File: src/rtl/imem_loader.sv
// Streams a program into instruction memory while holding the CPU, then releases it.
// Optional trailing XOR checksum word is enabled by defining IMEM_LOADER_CHECKSUM_EN.
module imem_loader #(
  parameter int unsigned DEPTH_LOG2 = 8,
  parameter logic [31:0] BASE_ADDR  = 32'h0000_0000
) (
  input  logic                  clock,
  input  logic                  resetN,
  input  logic                  start,
  input  logic [DEPTH_LOG2:0]   length,
  input  logic                  loadValid,
  input  logic [31:0]           loadData,
  output logic                  loadReady,
  output logic                  memWriteEnable,
  output logic [31:0]           memAddr,
  output logic [31:0]           memWriteData,
  output logic                  cpuHold,
  output logic                  done,
  output logic                  error
);

  localparam int unsigned LW    = DEPTH_LOG2 + 1;
  localparam int unsigned DEPTH = 1 << DEPTH_LOG2;

  localparam logic [1:0] IDLE   = 2'd0;
  localparam logic [1:0] LOAD   = 2'd1;
  localparam logic [1:0] CHECK  = 2'd2;
  localparam logic [1:0] FINISH = 2'd3;

  logic [1:0]    state;
  logic [1:0]    state_next;
  logic [LW-1:0] index;
  logic [LW-1:0] length_q;
  logic          xfer;
  logic          start_ok;
  logic          start_bad;
  logic          chk_fail;

`ifdef IMEM_LOADER_CHECKSUM_EN
  logic [31:0]   csum;
`endif

  // State register
  always_ff @(posedge clock or negedge resetN) begin
    if (!resetN) begin
      state <= IDLE;
    end else begin
      state <= state_next;
    end
  end

  // Next-state and transfer decode
  always_comb begin
    state_next = state;
    xfer       = 1'b0;
    start_ok   = 1'b0;
    start_bad  = 1'b0;
    chk_fail   = 1'b0;
    case (state)
      IDLE: begin
        if (start) begin
          if (length > LW'(DEPTH)) begin
            start_bad = 1'b1;
          end else if (length == LW'(0)) begin
            start_ok   = 1'b1;
            state_next = FINISH;
          end else begin
            start_ok   = 1'b1;
            state_next = LOAD;
          end
        end
      end
      LOAD: begin
        xfer = loadValid & loadReady;
        if (xfer && (index == (length_q - LW'(1)))) begin
`ifdef IMEM_LOADER_CHECKSUM_EN
          state_next = CHECK;
`else
          state_next = FINISH;
`endif
        end
      end
      CHECK: begin
`ifdef IMEM_LOADER_CHECKSUM_EN
        // Checksum word is consumed here but never written to memory
        if (loadValid && loadReady) begin
          if (loadData == csum) begin
            state_next = FINISH;
          end else begin
            chk_fail   = 1'b1;
            state_next = IDLE;
          end
        end
`else
        state_next = IDLE;
`endif
      end
      FINISH: state_next = IDLE;
      default: state_next = IDLE;
    endcase
  end

  // Index, length capture and registered outputs
  always_ff @(posedge clock or negedge resetN) begin
    if (!resetN) begin
      index          <= '0;
      length_q       <= '0;
      loadReady      <= 1'b0;
      memWriteEnable <= 1'b0;
      memAddr        <= '0;
      memWriteData   <= '0;
      done           <= 1'b0;
      error          <= 1'b0;
      cpuHold        <= 1'b1;
    end else begin
      loadReady      <= (state_next == LOAD) || (state_next == CHECK);
      memWriteEnable <= xfer;
      done           <= (state_next == FINISH);

      if (start_ok) begin
        index    <= '0;
        length_q <= length;
      end else if (xfer) begin
        index <= index + LW'(1);
      end

      // Address arithmetic wraps naturally modulo 2^32
      if (xfer) begin
        memAddr      <= BASE_ADDR + (32'(index) << 2);
        memWriteData <= loadData;
      end

      if (start_bad || chk_fail) begin
        error <= 1'b1;
      end else if (start_ok) begin
        error <= 1'b0;
      end

      if (state == FINISH) begin
        cpuHold <= 1'b0;
      end else if (start_ok) begin
        cpuHold <= 1'b1;
      end
    end
  end

`ifdef IMEM_LOADER_CHECKSUM_EN
  // Running XOR of every word written during LOAD
  always_ff @(posedge clock or negedge resetN) begin
    if (!resetN) begin
      csum <= '0;
    end else if (start_ok) begin
      csum <= '0;
    end else if (xfer) begin
      csum <= csum ^ loadData;
    end
  end
`endif

endmodule

File: config.mk
export PLATFORM = sky130hd
export DESIGN_NAME = imem_loader
export DESIGN_NICKNAME = d
export VERILOG_FILES = /design/src/rtl/imem_loader.sv
export SDC_FILE = /design/constraint.sdc
export NUM_CORES = 1
export LEC_CHECK = 0
export CORE_MARGIN = 2
export CORE_UTILIZATION = 25
export CTS_CLUSTER_DIAMETER = 60
export DETAILED_ROUTE_END_ITERATION = 10
export GPL_TIMING_DRIVEN = 0
export PLACE_DENSITY = 0.51
export SETUP_SLACK_MARGIN = 0.02
export SYNTH_ARGS = -nofsm -noshare
export SYNTH_HDL_FRONTEND = slang
export SYNTH_SLANG_ARGS = --single-unit
File: constraint.sdc
create_clock -name clock -period 5.3 [get_ports clock]
set_clock_uncertainty 0.2 [all_clocks]
set_input_delay 1.06 -clock clock [delete_from_list [all_inputs] [get_ports clock]]
set_output_delay 1.06 -clock clock [all_outputs]
set_load 0.1 [all_outputs]
Word-level counts from Yosys, hierarchy flattened
Cells that the tools add are included.
{"block": "totals", "regBits": 66, "output_inout_bits": 69}
{"block": "op_classes", "add_sub_neg": 2, "order_cmp": 1, "n_eq_ne": 7, "n_mux": 18, "n_bitwise": 1, "n_reduce_logical": 8}
{"cell": "$mux 9", "n": 2}
{"cell": "$mux 1", "n": 11}
{"cell": "$add 9x1->9 const B", "n": 1}
{"cell": "$eq 9x9->1", "n": 1}
{"cell": "$gt 9x9->1 const B", "n": 1}
{"cell": "$logic_not 9->1", "n": 1}
{"cell": "$sub 9x1->9 const B", "n": 1}
{"cell": "$eq 2x2->1 const B", "n": 4}
{"cell": "$mux 2", "n": 4}
{"cell": "$pmux 2 s3", "n": 1}
{"cell": "$reduce_bool 2->1", "n": 3}
{"cell": "$eq 2x1->1 const B", "n": 2}
{"cell": "$logic_not 2->1", "n": 1}
{"cell": "$reduce_or 2->1", "n": 1}
{"cell": "$and 1x1->1", "n": 1}
{"cell": "$logic_and 1x1->1", "n": 1}
{"cell": "$logic_or 1x1->1", "n": 1}

Depth between registers and ports, before layout
{"block": "logic_depth", "ltp_word": 7, "ltp_mapped": 8, "ltp_nobuf": 8}

Least setup slack after synthesis
OpenSTA, ideal clock, no wires.
{"block": "synth_timing", "path_kind": "input to register", "start": "in length[7]", "end": "reg loadReady", "setup_ns": 0.126, "t_arrival_ns": 2.347, "t_required_ns": 4.974, "path_slack_ns": 2.627, "cell_stages": 6, "path_buffers": 0, "cell_sequence": "nor4_1 nand2_1 nor3_1 a41oi_1 a211oi_1 ha_1"}
{"block": "synth_via", "elab_chain_cells": 7, "word_cells_on_any_way": 9}
{"item": "start: declaration", "line": "10", "source": "input logic [DEPTH_LOG2:0] length,"}
{"item": "branches (longest 2 deep; another with $gt 9x9->1)"}
{"item": "$mux 2 (*)", "line": "62", "source": "if (length > LW'(DEPTH)) begin"}
{"item": "$mux 2 (*)", "line": "61", "source": "if (start) begin"}
{"item": "$pmux 2 s3 (*)", "line": "59", "source": "case (state)"}
{"item": "$eq 2x1->1 / $eq 2x2->1 (equally long branches)", "line": "116", "source": "loadReady <= (state_next == LOAD) || (state_next == CHECK);"}
{"item": "$logic_or 1x1->1 (*)", "line": "116"}
{"item": "end signal: assignment", "line": "116"}
{"item": "end: declaration", "line": "13", "source": "output logic loadReady,"}
Every way passes the cells marked *.
A chain may end at the register's enable or synchronous reset.

Worst setup path in the final report
{"block": "layout_timing", "start": "reg cpuHold", "end": "out cpuHold"}
{"item": "start: declaration", "line": "17", "source": "output logic cpuHold,"}
{"item": "start signal: assignment", "line": "114", "source": "cpuHold <= 1'b1;"}
{"item": "start signal: assignment", "line": "140", "source": "cpuHold <= 1'b0;"}
{"item": "start signal: assignment", "line": "142", "source": "cpuHold <= 1'b1;"}
No word-level cell between the ends.

==> results.txt <==
----------------------------------------------------
[Global route]
  Global router's overall resource usage ... 12.6%
  Met2 capacity usage during global routing ... 20.0%
  Fraction of met1 tracks used by global routing ... 14.9%
  Largest net degree at the start of global routing ... 67
  Met3 Track Usage GR ... 6.35%
  Antenna violations before repair ... 0
  Vias in the first global route ... 2566
  First-pass GRT wire length ... 12700 µm
  Global-route layer with the greatest usage ... met2
  Total gr overflow ... 0

[Placed design]
  Number of port buffers ... 90
  DPL Wire Length ... 5470 µm
  Placer's final routability congestion estimate ... 0.730
  Number of placed cells counting well taps ... 590
  DP Worst Slack ... 1.75 ns

[Worst setup path]
  Kind of launch point of the worst setup path ... flop
  Worst path buffer plus inverter count ... 1
  Flop-to-flop setup slack ... 2.84 ns
  Critical path start-end classification ... flop to output pin
  Arrival time at the worst endpoint ... 1.98 ns
  Highest net fanout along the worst path ... 2
  Worst r2r path cells ... 8
  Largest stage delay on the critical path ... 1.12 ns
  Critical register-to-register path endpoint ... loadReady
  Critical register-to-register path startpoint ... length_q[0]
  Required arrival time at the worst endpoint ... 4.04 ns
  Cells along the critical path ... clkdlybuf4s50_1
  Kind of end point of the critical path ... output pin
  Slowest cell on the critical path ... sky130_fd_sc_hd__clkdlybuf4s50_1
  Largest delay share family, worst path ... buffers and inverters
  Number of logic stages on the critical path including buffering ... 1

[Clocking]
  Hold buffer count at CTS ... 0
  Post-cts resize count ... 0
  Clock latency at the later pin of the worst-skew pair ... 0.33 ns
  Clock transition at the register clock pins on the worst setup and hold paths after CTS ... 0.06 ns
  CTS H-tree depth ... 3
  Number of buffers inserted during clock tree synthesis ... 9
  Total number of clock tree sinks ... 66
  Max Root-Sink Buffers ... 2
  Post-CTS Repair Setup Buffers ... 0
  Clock tree from TritonCTS ... built
  Clock Root Buffer ... sky130_fd_sc_hd__clkbuf_16

[STA]
  Final number of setup-violating endpoints ... 0
  Unrepaired setup endpoints after global routing ... false
  Minimum period implied by the final worst setup slack ... 3.24 ns
  Endpoints failing hold ... 0
  Worst Setup Slack, final ... 2.06 ns
  Slew Viols, Final ... 0
  Remaining max-slew budget at the tightest pin ... 32.9%
  Least-Margin Pin Slew ... 1.00 ns
  Tcrit/Tclk final ... 61.1%
  Setup TNS ... 0 ns
  Maximum clock rate ... 309 MHz

[Route]
  Routed WL ... 7710 µm
  Number of DRC markers after the initial detailed-route iteration ... 108
  Routed wire length per instance ... 12.7 µm
  Number of design rule violations left after detail routing ... 0
  DR vias ... 2529
  Routed via count divided by cell count ... 4.17
  Number of routed nets with antenna violations ... 0
  Detailed-router iteration count before antenna repair ... 4

[Job]
  Number of maximum-capacitance violations ... 0

[Final layout]
  FF+latch area ... 1650 µm²
  Antenna diodes ... 0
  Layout overhead on the synthesized area ... 47.9%
  Final cell count without fillers ... 606
  Layout filler cell count ... 1239
  Number of nets in the layout ... 502
  Fin util ... 37.7%
  Combined area of the multi-input logic cells ... 1230 µm²
  Fraction of layout instances using a drive strength above 1 ... 12.0%

[Synthesis]
  Flip-flop cell with the highest count after synthesis ... sky130_fd_sc_hd__dfrtp_1
  Mapped Avg Cell Area ... 9.21 µm²
  Yosys cell types ... 43
  Sequential cell area fraction in the yosys report ... 54.2%
  Leading area contributor after synthesis ... sky130_fd_sc_hd__dfrtp_1
  Instance count of the mapped netlist ... 331
  Async set-reset flop share out of synthesis ... 100%
  Top-area cell type share of the netlist area ... 53.3%
  Top post-synthesis cells by area ... sky130_fd_sc_hd__dfrtp_1 (53%), sky130_fd_sc_hd__nand2_1 (17%), sky130_fd_sc_hd__buf_4 (6.2%), sky130_fd_sc_hd__xnor2_1 (2.6%), sky130_fd_sc_hd__nor2_1 (2.1%)
  Number of synthesis warnings ... 0
  Count of flip-flops with a built-in enable after synthesis ... 0
  Cell area after technology mapping ... 3050 µm²
  Post-synthesis sequential element count ... 66

[Die]
  X dimension of the die ... 114 µm
  Area of the core ... 12000 µm²
  Effective utilization at floorplan ... 25.5%
  Standard-cell rows ... 40
  Die Outline Area ... 13100 µm²
  Number of ports placed on the die boundary ... 114
  Die Span Y ... 114 µm

[Hold path]
  Start point of the worst hold path ... memWriteData[15]
  Endpoint of the worst hold-timing path ... memWriteData[15]
  Worst hold path class ... flop to flop
  Worst hold path cell count ... 2

[Status]
  Outcome ... complete, no violations

----------------------------------------------------
-- synth_stat cells (all sizes together), types with 4 or more instances --
library cell,number
nand2,136
dfrtp,65
buf,27
nor2,18
xnor2,9
a21oi,7
clkbuf,7
o21ai,6
xor2,6
inv,5
mux2,5
nor4,4
-- cell type report --
| cell class | count | share of cell area, % |
|---|---|---|
| Sequential cell | 66 | 36.6 |
| Multi-Input combinational cell | 247 | 27.3 |
| Timing Repair Buffer | 90 | 19.9 |
| Clock buffer | 11 | 5.38 |
| Buffer | 34 | 4.94 |
| Tap cell | 147 | 4.08 |
| Clock inverter | 5 | 1.19 |
| Inverter | 6 | 0.527 |
-- layout by cell type (no fill, tap or decap), types with 3 or more instances in the layout --
| cell | netlist | routed |
|---|---|---|
| sky130_fd_sc_hd__nand2_1 | 136 | 136 |
| sky130_fd_sc_hd__clkdlybuf4s50_1 | 0 | 89 |
| sky130_fd_sc_hd__dfrtp_1 | 65 | 65 |
| sky130_fd_sc_hd__buf_4 | 25 | 26 |
| sky130_fd_sc_hd__conb_1 | 1 | 23 |
| sky130_fd_sc_hd__nor2_1 | 17 | 17 |
| sky130_fd_sc_hd__xnor2_1 | 9 | 9 |
| sky130_fd_sc_hd__clkbuf_16 | 0 | 9 |
| sky130_fd_sc_hd__clkbuf_1 | 7 | 8 |
| sky130_fd_sc_hd__a21oi_1 | 6 | 6 |
| sky130_fd_sc_hd__xor2_1 | 6 | 6 |
| sky130_fd_sc_hd__o21ai_0 | 6 | 6 |
| sky130_fd_sc_hd__inv_1 | 5 | 5 |
| sky130_fd_sc_hd__mux2_2 | 5 | 5 |
| sky130_fd_sc_hd__clkinv_2 | 1 | 4 |
| sky130_fd_sc_hd__nor4_1 | 3 | 3 |
| sky130_fd_sc_hd__nor3_1 | 3 | 3 |
| sky130_fd_sc_hd__a211oi_1 | 3 | 3 |
| sky130_fd_sc_hd__ha_1 | 3 | 3 |
-- registers in the layout, summed over array words and instances, names as in the netlist --
name and count:
state 2, error 1, memWriteData 32, done 1, memAddr 9, length_q 9, cpuHold 1, index 9
loadReady 1, memWriteEnable 1
-- metrics by stage --
step	hold slack (ns)	cell area (µm²)
4_1_cts	0.279	4510
3_3_place_gp	0.257	4220
6_report	0.271	4510
2_1_floorplan	0.265	3130
5_1_grt	0.302	4510
3_5_place_dp	0.262	4210
-- layer usage --
metal	share of wire [%]	up-vias	wire length [µm]
li1	-	1262	-
met1	43	1177	3310
met5	0	-	0
met2	46	81	3540
met3	9.9	9	766
met4	1.2	0	89
-- kinds of logic after synthesis --
logic type | synth area share (%)
buffers and inverters | 8.08
other | 0.123
and+or+nand+nor | 25.1
muxes | 1.85
adders and majority gates | 1.23
AOI/OAI and AO/OA | 5.09
DFF | 54.2
xor gates and xnor gates | 4.31
-- worst max-delay path by stage --
stage                     startpoint  slack (ns)               end
final                        cpuHold        2.06           cpuHold
after global routing       length[3]        1.98         loadReady
after detailed placement   length[3]        1.75         loadReady
after floorplan            length[7]        2.63         loadReady
after CTS                    cpuHold        2.04           cpuHold
after global placement        resetN        0.61  memWriteData[17]
Power is left out: the tool's default activity adds up to more than one toggle a clock period on the data nets, which glitch-free logic cannot reach.
